--- config.mk ---
export PLATFORM = sky130hd
export DESIGN_NAME = uart_frame_engine
export DESIGN_NICKNAME = d
export VERILOG_FILES = /design/src/rtl/uart_frame_engine.sv
export SDC_FILE = /design/constraint.sdc
export NUM_CORES = 1
export LEC_CHECK = 0
export ABC_AREA = 1
export BUFFER_PORTS_ARGS = -buffer_cell sky130_fd_sc_hd__clkbuf_2
export CAP_MARGIN = 20
export CELL_PAD_IN_SITES_DETAIL_PLACEMENT = 1
export CELL_PAD_IN_SITES_GLOBAL_PLACEMENT = 2
export CORE_UTILIZATION = 39
export DETAILED_ROUTE_END_ITERATION = 8
export PLACE_DENSITY = 0.95
export SETUP_SLACK_MARGIN = 0.15
export SLEW_MARGIN = 30
export SYNTH_ARGS = -nofsm -noshare
export SYNTH_HDL_FRONTEND = slang
export SYNTH_SLANG_ARGS = --single-unit
--- constraint.sdc ---
create_clock -name clk -period 5.3 [get_ports clk]
set_input_delay 0.53 -clock clk [delete_from_list [all_inputs] [get_ports clk]]
set_output_delay 0.53 -clock clk [all_outputs]
set_load 0.02 [all_outputs]
--- src/rtl/uart_frame_engine.sv ---
`timescale 1ns/1ps
// -----------------------------------------------------------------------------
// uart_frame_engine
//   Full-duplex UART framing engine with parametrised data width, parity mode
//   and TX stop-bit count. The baud divisor is a runtime input and is latched
//   independently by TX and RX at the start of each frame.
//
// Parameters
//   DIV_W      width of baud_div
//   DATA_BITS  data bits per frame (5..9)
//   PARITY     0 = none, 1 = odd, 2 = even
//   STOP_BITS  TX stop bits (1 or 2)
//
// Ports
//   clk, rstn       clock, asynchronous active-low reset
//   baud_div        bit period minus one in clk cycles (values < 3 act as 3)
//   tx_data/valid   word to send, valid/ready handshake with tx_ready
//   tx, tx_busy     registered serial output (idle high), frame in progress
//   rx              asynchronous serial input
//   rx_data/valid   received word, one-cycle completion pulse
//   rx_frame_err    first stop bit sampled low
//   rx_parity_err   parity mismatch (never set when PARITY = 0)
//   rx_break        data, parity and stop all sampled low
//   rx_busy         receiver inside a frame
// -----------------------------------------------------------------------------
module uart_frame_engine #(
  parameter int DIV_W     = 16,
  parameter int DATA_BITS = 8,
  parameter int PARITY    = 0,
  parameter int STOP_BITS = 1
) (
  input  logic                 clk,
  input  logic                 rstn,
  input  logic [DIV_W-1:0]     baud_div,
  input  logic [DATA_BITS-1:0] tx_data,
  input  logic                 tx_valid,
  output logic                 tx_ready,
  output logic                 tx,
  output logic                 tx_busy,
  input  logic                 rx,
  output logic [DATA_BITS-1:0] rx_data,
  output logic                 rx_valid,
  output logic                 rx_frame_err,
  output logic                 rx_parity_err,
  output logic                 rx_break,
  output logic                 rx_busy
);

  typedef enum logic [2:0] {S_IDLE, S_START, S_DATA, S_PAR, S_STOP} state_t;

  localparam int                IDX_W     = 4;
  localparam logic [IDX_W-1:0]  IDX_ONE   = IDX_W'(1);
  localparam logic [IDX_W-1:0]  LAST_BIT  = IDX_W'(DATA_BITS - 1);
  localparam logic [IDX_W-1:0]  STOP_LAST = IDX_W'(STOP_BITS - 1);
  localparam logic [DIV_W-1:0]  MIN_DIV   = DIV_W'(3);
  localparam logic [DIV_W-1:0]  ONE       = DIV_W'(1);
  localparam bit                HAS_PAR   = (PARITY != 0);

  // Parity bit that completes the word to the configured odd/even count.
  function automatic logic par_bit(input logic [DATA_BITS-1:0] d);
    return (PARITY == 1) ? ~(^d) : (^d);
  endfunction

  // Clamp so that a bit period is never shorter than 4 clocks; the RX
  // three-sample vote needs M-1 >= 1 and M+1 <= P-1.
  logic [DIV_W-1:0] div_eff;
  logic [DIV_W:0]   p_full;
  logic [DIV_W-1:0] mid_new;
  assign div_eff = (baud_div < MIN_DIV) ? MIN_DIV : baud_div;
  assign p_full  = {1'b0, div_eff} + {{DIV_W{1'b0}}, 1'b1};
  assign mid_new = p_full[DIV_W:1];

  // ---------------------------------------------------------------------------
  // Transmitter
  // ---------------------------------------------------------------------------
  state_t                 tx_state;
  logic [DIV_W-1:0]       tx_per;
  logic [DIV_W-1:0]       tx_cnt;
  logic [DATA_BITS-1:0]   tx_shreg;
  logic [IDX_W-1:0]       tx_idx;
  logic                   tx_par;

  // NOTE: every register here uses <= so all state updates see the
  // pre-edge values; a blocking = would chain updates within one edge.
  always_ff @(posedge clk or negedge rstn) begin
    if (!rstn) begin
      tx_state <= S_IDLE;
      tx_per   <= '0;
      tx_cnt   <= '0;
      tx_shreg <= '0;
      tx_idx   <= '0;
      tx_par   <= 1'b0;
      tx       <= 1'b1;
      tx_ready <= 1'b1;
      tx_busy  <= 1'b0;
    end else if (tx_state == S_IDLE) begin
      // tx_ready is high throughout IDLE, so tx_valid alone is the handshake.
      if (tx_valid) begin
        tx_state <= S_START;
        tx_per   <= div_eff;
        tx_cnt   <= '0;
        tx_shreg <= tx_data;
        tx_par   <= par_bit(tx_data);
        tx_idx   <= '0;
        tx       <= 1'b0;
        tx_ready <= 1'b0;
        tx_busy  <= 1'b1;
      end
    end else if (tx_cnt != tx_per) begin
      tx_cnt <= tx_cnt + ONE;
    end else begin
      tx_cnt <= '0;
      case (tx_state)
        S_START: begin
          tx_state <= S_DATA;
          tx       <= tx_shreg[0];
        end
        S_DATA: begin
          if (tx_idx == LAST_BIT) begin
            tx_idx <= '0;
            if (HAS_PAR) begin
              tx_state <= S_PAR;
              tx       <= tx_par;
            end else begin
              tx_state <= S_STOP;
              tx       <= 1'b1;
            end
          end else begin
            tx_idx   <= tx_idx + IDX_ONE;
            tx_shreg <= tx_shreg >> 1;
            tx       <= tx_shreg[1];
          end
        end
        S_PAR: begin
          tx_state <= S_STOP;
          tx       <= 1'b1;
        end
        S_STOP: begin
          if (tx_idx == STOP_LAST) begin
            tx_state <= S_IDLE;
            tx_ready <= 1'b1;
            tx_busy  <= 1'b0;
          end else begin
            tx_idx <= tx_idx + IDX_ONE;
          end
        end
        default: tx_state <= S_IDLE;
      endcase
    end
  end

  // ---------------------------------------------------------------------------
  // Receiver front end: two-flop synchroniser, then a registered falling-edge
  // detector. rx_prev doubles as the sample fed to the voter; it lines up with
  // rx_fall so the first low sample of the start bit is offset 0.
  // ---------------------------------------------------------------------------
  logic rx_meta, rx_sync, rx_prev, rx_fall;

  always_ff @(posedge clk or negedge rstn) begin
    if (!rstn) begin
      rx_meta <= 1'b1;
      rx_sync <= 1'b1;
      rx_prev <= 1'b1;
      rx_fall <= 1'b0;
    end else begin
      rx_meta <= rx;
      rx_sync <= rx_meta;
      rx_prev <= rx_sync;
      // rx_prev low (e.g. after a break) blocks detection until the line
      // has been high again.
      rx_fall <= rx_prev & ~rx_sync;
    end
  end

  // ---------------------------------------------------------------------------
  // Receiver FSM
  // ---------------------------------------------------------------------------
  state_t                 rx_state;
  logic [DIV_W-1:0]       rx_per;
  logic [DIV_W-1:0]       rx_cnt;
  logic [DIV_W-1:0]       rx_mid;
  logic [DATA_BITS-1:0]   rx_shreg;
  logic [IDX_W-1:0]       rx_idx;
  logic                   vote_a, vote_b, rx_par_s, rx_any_one;
  logic                   at_a, at_b, at_res, bit_end, maj;

  assign at_a    = (rx_cnt == rx_mid - ONE);
  assign at_b    = (rx_cnt == rx_mid);
  assign at_res  = (rx_cnt == rx_mid + ONE);
  assign bit_end = (rx_cnt == rx_per);
  assign maj     = (vote_a & vote_b) | (vote_a & rx_prev) | (vote_b & rx_prev);

  always_ff @(posedge clk or negedge rstn) begin
    if (!rstn) begin
      rx_state      <= S_IDLE;
      rx_per        <= '0;
      rx_cnt        <= '0;
      rx_mid        <= '0;
      rx_shreg      <= '0;
      rx_idx        <= '0;
      vote_a        <= 1'b0;
      vote_b        <= 1'b0;
      rx_par_s      <= 1'b0;
      rx_any_one    <= 1'b0;
      rx_data       <= '0;
      rx_valid      <= 1'b0;
      rx_frame_err  <= 1'b0;
      rx_parity_err <= 1'b0;
      rx_break      <= 1'b0;
      rx_busy       <= 1'b0;
    end else begin
      rx_valid <= 1'b0;
      if (rx_state == S_IDLE) begin
        if (rx_fall) begin
          rx_state   <= S_START;
          rx_busy    <= 1'b1;
          rx_cnt     <= ONE;
          rx_per     <= div_eff;
          rx_mid     <= mid_new;
          rx_idx     <= '0;
          rx_any_one <= 1'b0;
        end
      end else begin
        if (at_a) vote_a <= rx_prev;
        if (at_b) vote_b <= rx_prev;
        rx_cnt <= bit_end ? '0 : rx_cnt + ONE;
        case (rx_state)
          S_START: begin
            if (at_res && maj) begin
              rx_state <= S_IDLE;
              rx_busy  <= 1'b0;
            end else if (bit_end) begin
              rx_state <= S_DATA;
            end
          end
          S_DATA: begin
            if (at_res) begin
              rx_shreg   <= {maj, rx_shreg[DATA_BITS-1:1]};
              rx_any_one <= rx_any_one | maj;
            end
            if (bit_end) begin
              if (rx_idx == LAST_BIT) rx_state <= HAS_PAR ? S_PAR : S_STOP;
              else                    rx_idx   <= rx_idx + IDX_ONE;
            end
          end
          S_PAR: begin
            if (at_res) begin
              rx_par_s   <= maj;
              rx_any_one <= rx_any_one | maj;
            end
            if (bit_end) rx_state <= S_STOP;
          end
          S_STOP: begin
            // Leave at mid stop bit so a back-to-back start edge is caught.
            if (at_res) begin
              rx_state      <= S_IDLE;
              rx_busy       <= 1'b0;
              rx_valid      <= 1'b1;
              rx_data       <= rx_shreg;
              rx_frame_err  <= ~maj;
              rx_parity_err <= HAS_PAR && (rx_par_s != par_bit(rx_shreg));
              rx_break      <= ~rx_any_one & ~maj;
            end
          end
          default: rx_state <= S_IDLE;
        endcase
      end
    end
  end

endmodule
* After elaboration in Yosys (flattened, before gate mapping)
Cells that the tools add are included.
** Word-level totals
- Register bits after elaboration :: 132
- Bits of input ports :: 28
** Operators by class
- Add/subtract/negate cells :: 7
- $lt $le $gt $ge :: 1
- Equality and inequality tests :: 29
- Mux-type cells :: 64
- Bitwise operators :: 12
- Reduce and logical (&&, ||, !) cells :: 30
** Operator list (count)
- $mux 16 :: 7
- $eq 16x16->1 :: 4
- $add 16x1->16 const B :: 3
- $mux 4 :: 10
- $mux 8 :: 5
- $mux 3 :: 13
- $mux 1 :: 24
- $ne 3x3->1 const B :: 8
- $pmux 3 s4 :: 2
- $reduce_and 4->1 :: 6
- $add 16x1->17 const B :: 1
- $lt 16x2->1 const B :: 1
- $ne 16x16->1 :: 1
- $sub 16x1->16 const B :: 1
- $reduce_bool 2->1 :: 7
- $eq 3x2->1 const B :: 4
- $reduce_and 3->1 :: 4
- $ne 2x2->1 const B :: 5
- $add 4x1->4 const B :: 2
- $eq 4x3->1 const B :: 2
- $pmux 4 s2 :: 1
- $reduce_and 2->1 :: 4
- $eq 3x1->1 const B :: 2
- $eq 3x3->1 const B :: 2
- other kinds (13) :: 24

* Longest topological paths before layout
Gate-level depths: netlist of the first run.
- Word-level depth :: 7
- Gate-level depth with buffers :: 15
- Depth with buffers taken out :: 15

* Worst setup path before layout of the first run
OpenSTA, ideal clock, no wires.
- Path kind :: input to register
- From :: in baud_div[4]
- To :: reg rx_mid[13]
- Library setup time :: 138 ps
- Arrival :: 2284 ps
- Required time :: 5162 ps
- Setup slack :: 2878 ps
- Stages :: 15
- Buffers on the path :: 0
- Cells stage by stage :: inv_1 nand4_1 nor3_1 nand3_1 nand2_1 ha_1 nand2_1 nor3_1 nand2_1 nor2_1 nand3_1 nor2_1 nand3_1 nand2_1 o221ai_1
** Between the ends
- Longest elaborated chain between the ends :: 3
** Ends and longest elaborated chain
- start, declared :: line 34 : input logic [DIV_W-1:0] baud_div,
- $lt 16x2->1 :: line 69 : assign div_eff = (baud_div < MIN_DIV) ? MIN_DIV : baud_div;
- $mux 16 :: line 69
- net div_eff[1] :: line 66 : logic [DIV_W-1:0] div_eff;
- $add 16x1->17 :: line 70 : assign p_full = {1'b0, div_eff} + {{DIV_W{1'b0}}, 1'b1};
- end signal, assigned :: line 219 : rx_mid <= mid_new;
- end, declared :: line 181 : logic [DIV_W-1:0] rx_mid;
The timed path passes the listed nets, and every way through them passes these cells.
A chain may end at the register's enable or synchronous reset.

* Worst setup path after layout of the first run
- From :: reg tx_state[0]
- To :: reg tx_idx[2]
** Between the ends
- Longest elaborated chain between the ends :: 4
- Elaborated cells on any way between the ends :: 11
- Those cells by class :: eq/ne (5); mux (3); reduce/logical (3)
** Ends and longest elaborated chain
- start, declared :: line 76 : state_t tx_state;
- start signal, assigned :: line 87 : tx_state <= S_IDLE;
- start signal, assigned :: line 99 : tx_state <= S_START;
- start signal, assigned :: line 115 : tx_state <= S_DATA;
- $eq 3x3->1 / $eq 3x2->1 (equally long branches) :: line 113 : case (tx_state)
- $pmux 4 s2 :: line 113
- $mux 4 :: line 109 : end else if (tx_cnt != tx_per) begin
- $mux 4 :: line 96 : end else if (tx_state == S_IDLE) begin
- end signal, assigned :: line 129 : tx_idx <= tx_idx + IDX_ONE;
- end signal, assigned :: line 144 : tx_idx <= tx_idx + IDX_ONE;
- end, declared :: line 80 : logic [IDX_W-1:0] tx_idx;
Parallel ways exist; a longest one is shown, timed or not. The select of a mux whose other input is x is not followed.

==> impl_metrics.json, run 1 <==
{
  "status": "complete, no violations",
  "synth_area_leaders": "dfrtp_1 (42%), nand2_1 (13%), inv_1 (6.5%)",
  "via_count": 6826,
  "cts_htree_levels": 4,
  "p_leak_nw": 4.022,
  "cts_setup_buffers": 0,
  "dp_slack_ns": 2.075,
  "r2r-start": "tx_state[0]",
  "r2r_slack_ns": 2.42,
  "start_kind": "flop",
  "slowest_stage": "clkinv_1",
  "syn_area_um2": 7592,
  "rows": 50,
  "rsz0062_at_grt": "false",
  "clk_latency_ns": 0.42,
  "cts_buffers": 17,
  "synth.distinct_cells": 51,
  "finalInstanceArea_um2": 8622,
  "area_growth_pct": 13.56,
  "num_antenna_cells": 0,
  "worstPathMaxFanout": 18,
  "dp.cells": 1294,
  "drt_iter0_drc": 347,
  "crit_type": "reg2reg",
  "start_util": 0.4019,
  "synth_enable_flop_cells": 0,
  "layout.nets": 1089,
  "cts_tree": "built",
  "dieHeight_um": 141.5,
  "finClkSkew_ns": 0.009118,
  "slew_headroom": 0.4601,
  "grt_usage": 0.2278,
  "setup_tns_ns": 0,
  "cts_resized": 0,
  "period_share": 0.5443,
  "die_x_um": 141.5,
  "setup_viol": 0,
  "final_common_cell": "nand2_1",
  "ctsHoldBuffers": 0,
  "synthCells": 1013,
  "cts.sinks": 132,
  "cts.root.buffer_cell": "clkbuf_16",
  "grt_pass1_vias": 7219,
  "clkTransAtPathRegs_ns": 0.06,
  "path_buf_inv": 4,
  "endpoint": "tx_idx[2]",
  "antenna_found_initial": 0,
  "core_um2": 18890,
  "synth_nets": 1049,
  "crit_family": "simple AND/OR/NAND/NOR gates",
  "dieArea_um2": 20030,
  "crit_path_max_incr_delay_ns": 0.54,
  "min_period_ns": 2.885,
  "critPathLaunch": "tx_state[0]",
  "overflow": 0,
  "drc": 0,
  "rr_endpoint": "tx_idx[2]",
  "wire_per_inst_um": 15.88,
  "synth_flop_cell": "dfrtp_1",
  "final_antenna_net_count": 0,
  "worst_pin_slew_ns": 0.8098,
  "drive_above_1_share": 0.1032,
  "synth_top_cell_by_area": "dfrtp_1",
  "via_per_inst": 5.148,
  "irDropWorstVdd_mv": 0.2776,
  "drt_first_pass_iters": 4,
  "maxCapViolations": 0,
  "cp.required_ns": 5.61,
  "routabilityCongestion": 0.8149,
  "synth_top_area_frac": 0.4186,
  "hold_violations": 0,
  "hp-class": "in2async",
  "num-fill-cells": 2420,
  "layout_setup_ws_ns": 2.415,
  "cp_cell_sequence": "nor2_1, inv_1, nor2_1, buf_4, inv_1, nor2_1, clkinv_1, nand3_1, nand2_1, o21ai_0",
  "grt_pass1_wl_mm": 36.00,
  "dpl.hpwl_mm": 15.72,
  "crit_cells": 10,
  "final_cells": 1326,
  "ys_seq_elements": 132,
  "yosysWarnings": 0,
  "place_area_um2": 8050,
  "ff2ff_path_depth": 10,
  "slew_viol_final": 0,
  "grt_max_degree": 86,
  "clock.fmax_ghz": 0.3467,
  "portBuffers": 42,
  "layout_common_cells": "nand2_1 (271), inv_1 (131), dfrtp_1 (127)",
  "ios": 44,
  "critical_path.endpoint_type": "flop",
  "yosysSeqAreaShare": 0.4359,
  "syn_area_per_cell_um2": 7.495,
  "async_flop_share": 1.000,
  "power.density_nw_per_um2": 441.2,
  "cp.arrival_ns": 3.20,
  "wl_mm": 21.05,
  "clockBufferDepth": 2,
  "crit_top_cell": "nor2_1"
}
==> routing by layer <==
| layer | routed length (um) | up-vias | global-route usage |
|---|---|---|---|
| met5 | 0 | - | 0 |
| li1 | - | 3398 | - |
| met2 | 10430 | 72 | 0.3894 |
| met1 | 9821 | 3337 | 0.2957 |
| met4 | 258 | 0 | 0.05999 |
| met3 | 540 | 19 | 0.04252 |
==> worst min-delay path by stage <==
stage                       start    endpoint  slack, ns  cells after the start
after floorplan              rstn  rx_any_one       0.23                      0
after global placement    rx_meta     rx_sync       0.35                      0
after detailed placement  rx_meta     rx_sync       0.35                      0
after CTS                      rx     rx_meta       0.18                      1
after global routing           rx     rx_meta       0.18                      1
final                        rstn   tx_cnt[5]       0.15                      1
==> power breakdown <==
part           leakage, nW  internal (W)  switching, W
Clock                0.276      0.000712      0.000435
Sequential            1.73       0.00119      0.000239
Combinational         2.02      0.000421      0.000804
==> stage by stage <==
step                        util  hold WS (ns)  total power, W
after floorplan                -        0.2344        0.002283
after global placement    0.4261        0.3501        0.002615
after detailed placement  0.4261        0.3491        0.002662
after CTS                 0.4564        0.1833        0.003832
after global routing      0.4564        0.1836        0.004074
final                     0.4564        0.1464        0.003804
==> cells in the mapped netlist, types with 7 or more instances <==
| master | n |
|---|---|
| o22ai_1 | 14 |
| o21ai_0 | 84 |
| o31ai_1 | 9 |
| clkbuf_1 | 14 |
| ha_1 | 8 |
| or2_2 | 9 |
| nand2_1 | 271 |
| dfrtp_1 | 127 |
| nor4_1 | 7 |
| nor3_1 | 17 |
| nand3_1 | 55 |
| o21ai_1 | 11 |
| a21oi_1 | 20 |
| nand4_1 | 26 |
| xnor2_1 | 20 |
| nor2_1 | 94 |
| xor2_1 | 27 |
| inv_1 | 131 |
==> kinds of logic after synthesis <==
group                      synth area share
AOI/OAI and AO/OA                    0.1294
buffers and inverters               0.08026
other                             0.0004939
and+or+nand+nor                      0.2853
xor gates and xnor gates            0.05422
DFF                                  0.4359
adders and majority gates           0.01318
muxes                              0.001318
==> registers in the layout, summed over array words and instances (netlist names), 4 cells and up <==
name / count
rx_cnt: 16
tx_shreg: 8
rx_data: 8
rx_shreg: 8
rx_idx: 4
tx_idx: 4
rx_mid: 16
tx_per: 16
tx_cnt: 16
rx_per: 16
==> area by class of cell <==
type / count / area (um^2) / area share
flip-flops and latches: 132 / 3309 / 0.3838
clock inverters: 10 / 107.6 / 0.01248
inverters: 132 / 495.5 / 0.05747
clock buffers: 22 / 464.2 / 0.05384
multi-input cells: 724 / 3674 / 0.4261
repair buffers: 46 / 246.5 / 0.02859
well taps: 260 / 325.3 / 0.03773
Power figures use the tool's default switching activity.
==> inputs of run 2 (changes only) <==
--- a/config.mk
+++ b/config.mk
@@ -5,14 +5,14 @@
 export SDC_FILE = /design/constraint.sdc
 export NUM_CORES = 1
 export LEC_CHECK = 0
-export ABC_AREA = 1
+export ABC_AREA = 0
 export BUFFER_PORTS_ARGS = -buffer_cell sky130_fd_sc_hd__clkbuf_2
 export CAP_MARGIN = 20
 export CELL_PAD_IN_SITES_DETAIL_PLACEMENT = 1
 export CELL_PAD_IN_SITES_GLOBAL_PLACEMENT = 2
 export CORE_UTILIZATION = 39
 export DETAILED_ROUTE_END_ITERATION = 8
-export PLACE_DENSITY = 0.95
+export PLACE_DENSITY = 0.9
 export SETUP_SLACK_MARGIN = 0.15
 export SLEW_MARGIN = 30
 export SYNTH_ARGS = -nofsm -noshare
==> constraint.sdc (replaced) <==
create_clock -name clk -period 2.71 [get_ports clk]
set_input_delay 0.271 -clock clk [delete_from_list [all_inputs] [get_ports clk]]
set_output_delay 0.271 -clock clk [all_outputs]
set_load 0.02 [all_outputs]
==> run 2 against run 1 <==
  * Worst hold slack worse by 0.083 ns
  * Critical endpoint is now rx_shreg[3]
  * Clock power up 110%
  * Sequential share of layout area down 2.4 points
  * Synthesized cell count down 20%
  * Largest cell class unchanged
  * Cell area up 7.1%
  * First-iteration DRC count up 6.1%
  * Global-route usage up 1.7 points
  * Total power up 140%
  * Sequential power up 120%
  * Maximum frequency up 6.9%
==> impl_metrics.json, run 2 <==
{
  "hold_path.startpoint": "tx_data[7]",
  "final_common_cell": "nand2_1",
  "synth.distinct_cells": 68,
  "synth_most_common_cell": "nand2_1",
  "via_per_inst": 5.602,
  "cts_tree": "built",
  "cts_htree_levels": 4,
  "dieArea_um2": 19770,
  "whs_ns": 0.06320,
  "setup_tns_ns": 0,
  "start_kind": "flop",
  "synth_flop_cell": "dfrtp_1",
  "clk_latency_ns": 0.43,
  "drt_iter0_drc": 368,
  "wire_per_inst_um": 19.78,
  "min_period_ns": 2.698,
  "hp-class": "in2reg",
  "crit_type": "reg2reg",
  "power.density_nw_per_um2": 1002,
  "async_flop_share": 1.000,
  "dieHeight_um": 140.6,
  "p_leak_nw": 4.116,
  "ys_seq_elements": 132,
  "synth_enable_flop_cells": 0,
  "grt_usage": 0.2452,
  "hold_violations": 0,
  "finClkSkew_ns": 0.009984,
  "clock.fmax_ghz": 0.3706,
  "syn_area_per_cell_um2": 9.217,
  "post-route-util": 0.4918,
  "synth_nets": 849,
  "wl_mm": 22.67,
  "synthCells": 813,
  "num-fill-cells": 2145,
  "routabilityCongestion": 0.8785,
  "cts_buffers": 17,
  "grt_pass1_wl_mm": 37.26,
  "overflow": 0,
  "yosysSeqAreaShare": 0.4416,
  "area_growth_pct": 23.18,
  "core_um2": 18770,
  "start_util": 0.3993,
  "via_count": 6420,
  "status": "complete, no violations",
  "layout_common_cells": "nand2_1 (127), dfrtp_1 (118), o21ai_0 (85)",
  "r2r_slack_ns": 0.01,
  "finalInstanceArea_um2": 9230,
  "worst_pin_slew_ns": 0.7581,
  "drive_above_1_share": 0.2511,
  "slew_headroom": 0.4946,
  "clockBufferDepth": 2,
  "syn_area_um2": 7493,
  "period_share": 0.9957,
  "critical_path.endpoint_type": "flop",
  "irDropWorstVdd_mv": 0.5387,
  "cp.required_ns": 3.03,
  "dpl.hpwl_mm": 15.85,
  "drt_first_pass_iters": 4,
  "worstPathMaxFanout": 8,
  "synth_top_area_frac": 0.4241,
  "yosysWarnings": 0,
  "rsz0062_at_grt": "true",
  "cp.arrival_ns": 3.02,
  "ios": 44,
  "cts.root.buffer_cell": "clkbuf_16",
  "final_antenna_net_count": 0,
  "hold_end": "tx_shreg[7]",
  "rows": 50,
  "grt_pass1_vias": 6988,
  "grt_max_degree": 60,
  "synth_area_leaders": "dfrtp_1 (42%), nand2_1 (6.5%), o21ai_0 (5.7%)",
  "die_x_um": 140.6,
  "drc": 0,
  "slew_viol_final": 0,
  "synth_top_cell_by_area": "dfrtp_1",
  "finalPower_w": 0.009248,
  "maxCapViolations": 0,
  "cts.sinks": 132,
  "r2r-start": "rx_mid[1]",
  "rr_endpoint": "rx_shreg[3]",
  "synth_common_cells": "nand2_1 (129), dfrtp_1 (127), o21ai_0 (86), nor2_1 (51), xor2_1 (45)",
  "min_path_cells": 3,
  "num_antenna_cells": 0,
  "clkTransAtPathRegs_ns": 0.07,
  "layout.nets": 935,
  "ff2ff_path_depth": 9,
  "portBuffers": 42,
  "setup_viol": 0,
  "antenna_found_initial": 0,
  "place_area_um2": 8432
}
-- run 2: final cells by class --
class | count | area (um^2) | share of cell area
clock buffers | 19 | 452.9 | 0.04907
clock inverters | 13 | 150.1 | 0.01627
inverters | 15 | 56.30 | 0.006100
multi-input cells | 614 | 4101 | 0.4444
flip-flops and latches | 132 | 3321 | 0.3598
well taps | 234 | 292.8 | 0.03172
repair buffers | 119 | 855.8 | 0.09272
-- run 2: worst max-delay path by stage --
stage          startpoint          end
6_report        rx_mid[1]  rx_shreg[3]
3_3_place_gp    rx_mid[0]   rx_data[6]
2_1_floorplan   rx_mid[0]   rx_data[0]
4_1_cts         rx_mid[1]   rx_data[6]
5_1_grt         rx_mid[1]  rx_shreg[3]
3_5_place_dp    rx_mid[3]   rx_data[6]
-- run 2: routing by layer --
layer  vias to the layer above  GRT usage  wire, um
met5                         -          0         0
met4                         0     0.1093       712
met2                       104     0.4200     11370
met1                      3237     0.3063      9980
met3                        53    0.03770       611
li1                       3026          -         -
-- run 2: where the power goes --
part           switching, W  internal, W  leakage, nW  total, W
sequential         0.000637      0.00252         1.68   0.00316
clock              0.000963      0.00141        0.279   0.00238
combinational       0.00206      0.00165         2.16   0.00371
-- run 2: what timing repair did --
action / in CTS / in global routing
buffers inserted: 1 / 3
endpoints found under the setup margin: 19 / 29
gates resized for setup: 17 / 23
pin swaps: 0 / 6
hold buffers: 2 / 0
hold endpoints to repair: 50 / 0
-- run 2: critical path: stages, from the launching register on --
cell and delay, ns:
dfrtp_1 0.43, ha_4 0.21, o21ba_4 0.22, a221oi_2 0.28, a21oi_2 0.08, a2111oi_4 0.41
o2111ai_4 0.24, nor3_4 0.24, buf_12 0.17, mux2_4 0.31
-- run 2: logic make-up (layout without fill, tap and decap cells) --
family,Yosys count,count (layout),synth area share
flops,132,132,0.4416
buf+inv,67,166,0.03723
simple gates,326,326,0.2151
other cells,1,1,0.0005004
mux,48,48,0.07030
fa+ha+maj,8,8,0.01336
xor+xnor,84,84,0.09918
compound gates,147,147,0.1227
-- run 2: stage by stage --
stage	instances	setup slack (ns)
finish	1146	0.01176
detailed placement	1108	-0.05760
global placement	1108	0.02453
CTS	1143	-0.03129
floorplan	813	0.07387
global route	1146	-0.08598
